**config.mk**
```make
export PLATFORM = sky130hd
export DESIGN_NAME = lsu_bus_bridge
export DESIGN_NICKNAME = d
export VERILOG_FILES = /design/src/rtl/lsu_bus_bridge.sv
export SDC_FILE = /design/constraint.sdc
export NUM_CORES = 1
export LEC_CHECK = 0
export BUFFER_PORTS_ARGS = -buffer_cell sky130_fd_sc_hd__buf_2
export CORE_MARGIN = 2
export CORE_UTILIZATION = 52
export CTS_CLUSTER_DIAMETER = 80
export DETAILED_ROUTE_END_ITERATION = 8
export MAX_ROUTING_LAYER = met4
export PLACE_DENSITY = 0.87
export SLEW_MARGIN = 20
export SYNTH_ARGS = -nofsm -noshare
export SYNTH_HDL_FRONTEND = slang
export SYNTH_SLANG_ARGS = --single-unit
```
**constraint.sdc**
```tcl
create_clock -name clk -period 4.7 [get_ports clk]
set_clock_uncertainty 0.05 [all_clocks]
set_input_delay 1.175 -clock clk [delete_from_list [all_inputs] [get_ports clk]]
set_output_delay 1.175 -clock clk [all_outputs]
set_load 0.005 [all_outputs]
```
**src/rtl/lsu_bus_bridge.sv**
```systemverilog
// lsu_bus_bridge: load/store unit between the single-cycle datapath and a
// req/ack data-memory bus. Latches the access in IDLE, holds it on the bus in
// REQ until ack or timeout, and releases the core for one DONE cycle.
// Optional: define LSU_MISALIGN_TRAP_EN to trap misaligned half/word accesses
// instead of silently aligning them.
module lsu_bus_bridge #(
  parameter int TIMEOUT_CYCLES = 255
) (
  input  logic        clk,
  input  logic        reset,
  input  logic        MemRead,
  input  logic        MemWrite,
  input  logic [2:0]  Funct3,
  input  logic [31:0] ALUResult,
  input  logic [31:0] WriteData,
  output logic [31:0] ReadData,
  output logic        Stall,
  output logic        BusError,
  output logic        MisalignFault,
  output logic        bus_req,
  output logic        bus_we,
  output logic [31:0] bus_addr,
  output logic [3:0]  bus_be,
  output logic [31:0] bus_wdata,
  input  logic [31:0] bus_rdata,
  input  logic        bus_ack
);
  localparam int CW    = (TIMEOUT_CYCLES > 1) ? $clog2(TIMEOUT_CYCLES + 1) : 1;
  localparam int TLAST = (TIMEOUT_CYCLES > 0) ? TIMEOUT_CYCLES - 1 : 0;

  typedef enum logic [1:0] {IDLE, REQ, DONE} state_t;
  state_t state, state_nxt;

  logic          access, fault, go, ack_hit, tmo_hit;
  logic [CW-1:0] cnt;
  logic [1:0]    off_q;
  logic [2:0]    f3_q;
  logic [31:0]   rdata_q, load_fmt, wdata_nxt;
  logic [3:0]    be_nxt;
  logic [7:0]    byte_l;
  logic [15:0]   half_l;

  // Store wins when both strobes are set.
  assign access = MemRead | MemWrite;

`ifdef LSU_MISALIGN_TRAP_EN
  logic is_word, is_half, misalign;
  assign is_word  = Funct3[1];
  assign is_half  = ~Funct3[1] & Funct3[0];
  assign misalign = (is_half & ALUResult[0]) | (is_word & (|ALUResult[1:0]));
  assign fault    = (state == IDLE) & access & misalign;
`else
  // Misaligned accesses just drop the offending low address bits.
  assign fault = 1'b0;
`endif

  assign go      = (state == IDLE) & access & ~fault;
  assign ack_hit = (state == REQ) & bus_ack;
  // Ack in the last allowed cycle still wins over the timeout.
  assign tmo_hit = (TIMEOUT_CYCLES != 0) & (state == REQ) & ~bus_ack &
                   (cnt == CW'(TLAST));

  assign MisalignFault = fault;
  assign ReadData      = fault ? 32'h0 : rdata_q;

  // Store lane replication and byte enables; loads always read the full word.
  always_comb begin
    be_nxt    = 4'b1111;
    wdata_nxt = WriteData;
    if (MemWrite && !Funct3[1]) begin
      if (!Funct3[0]) begin
        be_nxt    = 4'b0001 << ALUResult[1:0];
        wdata_nxt = {4{WriteData[7:0]}};
      end else begin
        be_nxt    = ALUResult[1] ? 4'b1100 : 4'b0011;
        wdata_nxt = {2{WriteData[15:0]}};
      end
    end
  end

  // Load lane select and sign/zero extension from the latched offset/size.
  always_comb begin
    byte_l = bus_rdata[{off_q, 3'b000} +: 8];
    half_l = bus_rdata[{off_q[1], 4'b0000} +: 16];
    if (f3_q[1])      load_fmt = bus_rdata;
    else if (f3_q[0]) load_fmt = {{16{half_l[15] & ~f3_q[2]}}, half_l};
    else              load_fmt = {{24{byte_l[7] & ~f3_q[2]}}, byte_l};
  end

  // State register.
  always_ff @(posedge clk or negedge reset) begin
    if (!reset) state <= IDLE;
    else        state <= state_nxt;
  end

  // Next state: DONE always falls back to IDLE so an access is never reissued.
  always_comb begin
    state_nxt = state;
    case (state)
      IDLE:    if (go) state_nxt = REQ;
      REQ:     if (bus_ack || tmo_hit) state_nxt = DONE;
      default: state_nxt = IDLE;
    endcase
  end

  // FSM outputs: bus_req is combinational from state so reset drops it at once.
  always_comb begin
    Stall   = 1'b0;
    bus_req = 1'b0;
    case (state)
      IDLE:    Stall = access & ~fault;
      REQ: begin
        Stall   = 1'b1;
        bus_req = 1'b1;
      end
      default: ;
    endcase
  end

  // Latched bus request fields, timeout counter and load result.
  always_ff @(posedge clk or negedge reset) begin
    if (!reset) begin
      bus_we    <= 1'b0;
      bus_addr  <= '0;
      bus_be    <= '0;
      bus_wdata <= '0;
      off_q     <= '0;
      f3_q      <= '0;
      cnt       <= '0;
      rdata_q   <= '0;
      BusError  <= 1'b0;
    end else begin
      BusError <= tmo_hit;
      if (go) begin
        bus_we    <= MemWrite;
        bus_addr  <= {ALUResult[31:2], 2'b00};
        bus_be    <= be_nxt;
        bus_wdata <= wdata_nxt;
        off_q     <= ALUResult[1:0];
        f3_q      <= Funct3;
        cnt       <= '0;
      end else if (state == REQ) begin
        cnt <= cnt + 1'b1;
      end
      if (fault)                  rdata_q <= '0;
      else if (ack_hit && !bus_we) rdata_q <= load_fmt;
      else if (tmo_hit)           rdata_q <= '0;
    end
  end
endmodule

```
==> metrics.md <==
| Metric | Value |
|---|---|
| Status | `completed` |
| Worst endpoint required time | `3.47 ns` |
| Mapped Cells | `525` |
| Clock Latency Late Sink | `0.51 ns` |
| Initial Utilization | `53.1%` |
| Layout cell share with drive strength beyond 1 | `37.2%` |
| R2r startpoint | `state[0]` |
| Yosys cell types | `between 40 and 50` |
| Total routed wirelength | `13,500 µm` |
| Seq/Total Area, Yosys | `55.7%` |
| Final period util | `66.2%` |
| Worst-path clk slew | `0.05 ns` |
| Area grow syn2layout | `30.7%` |
| Die W | `104 µm` |
| Worst slew margin | `a little over a third` |
| H-tree levels | `4` |
| WHS Path Cells | `2` |
| Root Driver | `clkbuf_8` |
| DR vias | `4,703` |
| IO Pins | `209` |
| Initial antenna violation count | `0` |
| Commonest non-fill, non-tap cell in the layout | `buf_2` |
| Postcts setup bufs | `0` |
| First-pass GRT wire length | `22,000 µm` |
| Max Slew Vio Count | `0` |
| Highest Clock Rate | `roughly 320 MHz` |
| Register-to-register setup slack | `2.56 ns` |
| Initial DRC Count | `300` |
| Core area | `0.00973 mm²` |
| Die Ht | `~100 µm` |
| Hold Path End | `bus_addr[13]` |
| I/O Buffers | `205` |
| Worst slew pin tran | `0.963 ns` |
| Total track usage | `26.3%` |
| Synthesized area | `about 0.0052 mm²` |
| Gpl congestion | `just under 0.9` |
| Drt via density | `5.42` |
| Post-synth EDFFs | `0` |
| Drt drc | `0` |
| Worst R2R End | `bus_wdata[9]` |
| Tmin final | `3.11 ns` |
| Final hold violations | `0` |
| Mapped Avg Cell Area | `roughly 9.8 µm²` |
| Final ANT Viol Nets | `0` |
| Static Leakage | `0.00362 µW` |
| Max IR drop VDD | `0.409 mV` |
| Worst hold-check path type | `flop to flop` |
| Drt first pass iters | `5` |
| Max Cap Viol | `0` |
| Largest net degree at the start of global routing | `84` |
| Synthesis warning total | `0` |
| Dpl cell area | `approximately 0.0062 mm²` |
| Sum Neg Setup Slack | `0 ns` |
| WP data arrival | `between 1.5 and 2 ns` |
| Vias in the first global route | `4,582` |
| Worst Setup End Kind | `output port` |
| GR Overflow Total | `0` |
| Wirelength per Cell | `15.5 µm` |
| Most frequent cells in the layout | `buf_2 (204), nand2_1 (168), dfrtp_1 (115), nand3_1 (37), o21ai_0 (21)` |
| Worst Setup Slack, final | `1.59 ns` |
| Clk buf depth | `2` |
| Crit Path Category | `flop to output port` |
| Die area | `approximately 0.011 mm²` |
| Number of CTS-inserted buffers | `17` |
| Critical Path Fanout Max | `13` |
| Hold wc startpoint | `bus_addr[13]` |
| Pre-CTS setup slack | `1.78 ns` |
| Async S/R FF share, synth | `100%` |
| CP startpoint kind | `flop` |
| CTS tree | `done` |
| PwrDens | `649 mW/mm²` |
| RSZ-0062 raised after global routing | `false` |
| Nets | `827` |
| CTS Sinks | `between 100 and 150` |
| Dpl hpwl | `9520 µm` |
| Count of final setup violators | `0` |
| Cts hold-fix bufs | `0` |
| Worst reg2reg path depth | `5` |
| Top_reg_cell synth | `dfrtp_1` |
| Design area | `0.00676 mm²` |
| Post_cts resized | `0` |
| Register bit count reported by yosys | `115` |
| Rows | `36` |
## metrics by stage
stage | util [%] | instances | total power [µW] | hold slack [ns]
after global routing | 69.4 | 866 | 4690 | 0.448
after CTS | 69.4 | 866 | 4410 | 0.421
after detailed placement | 64.2 | 835 | 3300 | 0.407
after global placement | 64.2 | 835 | 3220 | 0.405
after floorplan | - | 527 | 2620 | 0.399
final | 69.4 | 867 | 4380 | 0.418
## per-layer routing
layer | global-route usage (%) | share of wire (%)
met5 | - | 0
met4 | 9.27 | 1.5
met3 | 7.30 | 7.3
met2 | 42.9 | 49
met1 | 31.5 | 42
## sequential cells by signal, indices dropped and copies added, names as in the netlist
name and flops:
ReadData 32, bus_wdata 32, bus_addr 30, cnt 8, bus_be 4, f3_q 3, off_q 2, state 2
BusError 1, bus_we 1
## worst max-delay path, cell delays in order, from the launching register on
cell and delay, ns:
dfrtp_1 0.39, nand2b_1 0.40, clkinv_1 0.35, buf_2 0.23
## layout make-up
cell class,count,area [µm²]
fillers,751,2970
flip-flops and latches,115,2880
multi-input cells,371,2120
repair buffers,210,1070
clock buffers,25,474
well taps,133,166
clock inverters,6,30.0
inverters,6,22.5
diodes,1,2.50
## cells in the mapped netlist (all sizes together), types with 3 or more instances
library cell	number	area, µm²
a211o	7	70.1
a21oi	5	25.0
a221o	22	223
a22o	10	88.8
buf	11	72.6
clkbuf	24	100
dfrtp	115	2880
inv	5	18.8
mux2	17	191
mux2i	12	120
nand2	169	637
nand2b	6	37.5
nand3	37	185
nor2	20	75.1
nor3	8	50.1
o211ai	3	22.5
o21a	5	37.5
o21ai	22	110
## logic make-up (layout without fill, tap and decap cells)
| kind of cell | after synthesis | in the layout | synth area share (%) |
|---|---|---|---|
| and+or+nand+nor | 252 | 252 | 21.0 |
| DFF | 115 | 115 | 55.7 |
| AOI/OAI and AO/OA | 84 | 84 | 12.8 |
| buffers and inverters | 41 | 247 | 3.78 |
| muxes | 29 | 29 | 6.03 |
| adders and majority gates | 2 | 2 | 0.484 |
| other | 1 | 4 | 0.0726 |
| xor gates and xnor gates | 1 | 1 | 0.169 |
## how the worst max path moves through the flow
| stage | startpoint | end |
|---|---|---|
| 5_1_grt | state[1] | bus_req |
| 3_5_place_dp | MemRead | Stall |
| 6_report | state[1] | bus_req |
| 3_3_place_gp | MemRead | Stall |
| 2_1_floorplan | MemRead | Stall |
| 4_1_cts | state[1] | bus_req |
## power breakdown
| group | internal (µW) | total, µW | switching (µW) | leakage (µW) |
|---|---|---|---|---|
| combinational | 716 | 1560 | 841 | 0.00193 |
| sequential | 1440 | 1730 | 297 | 0.00143 |
| clock | 679 | 1090 | 414 | 0.000255 |
| total | 2830 | 4380 | 1550 | 0.00362 |
(Power assumes the default switching activity.)
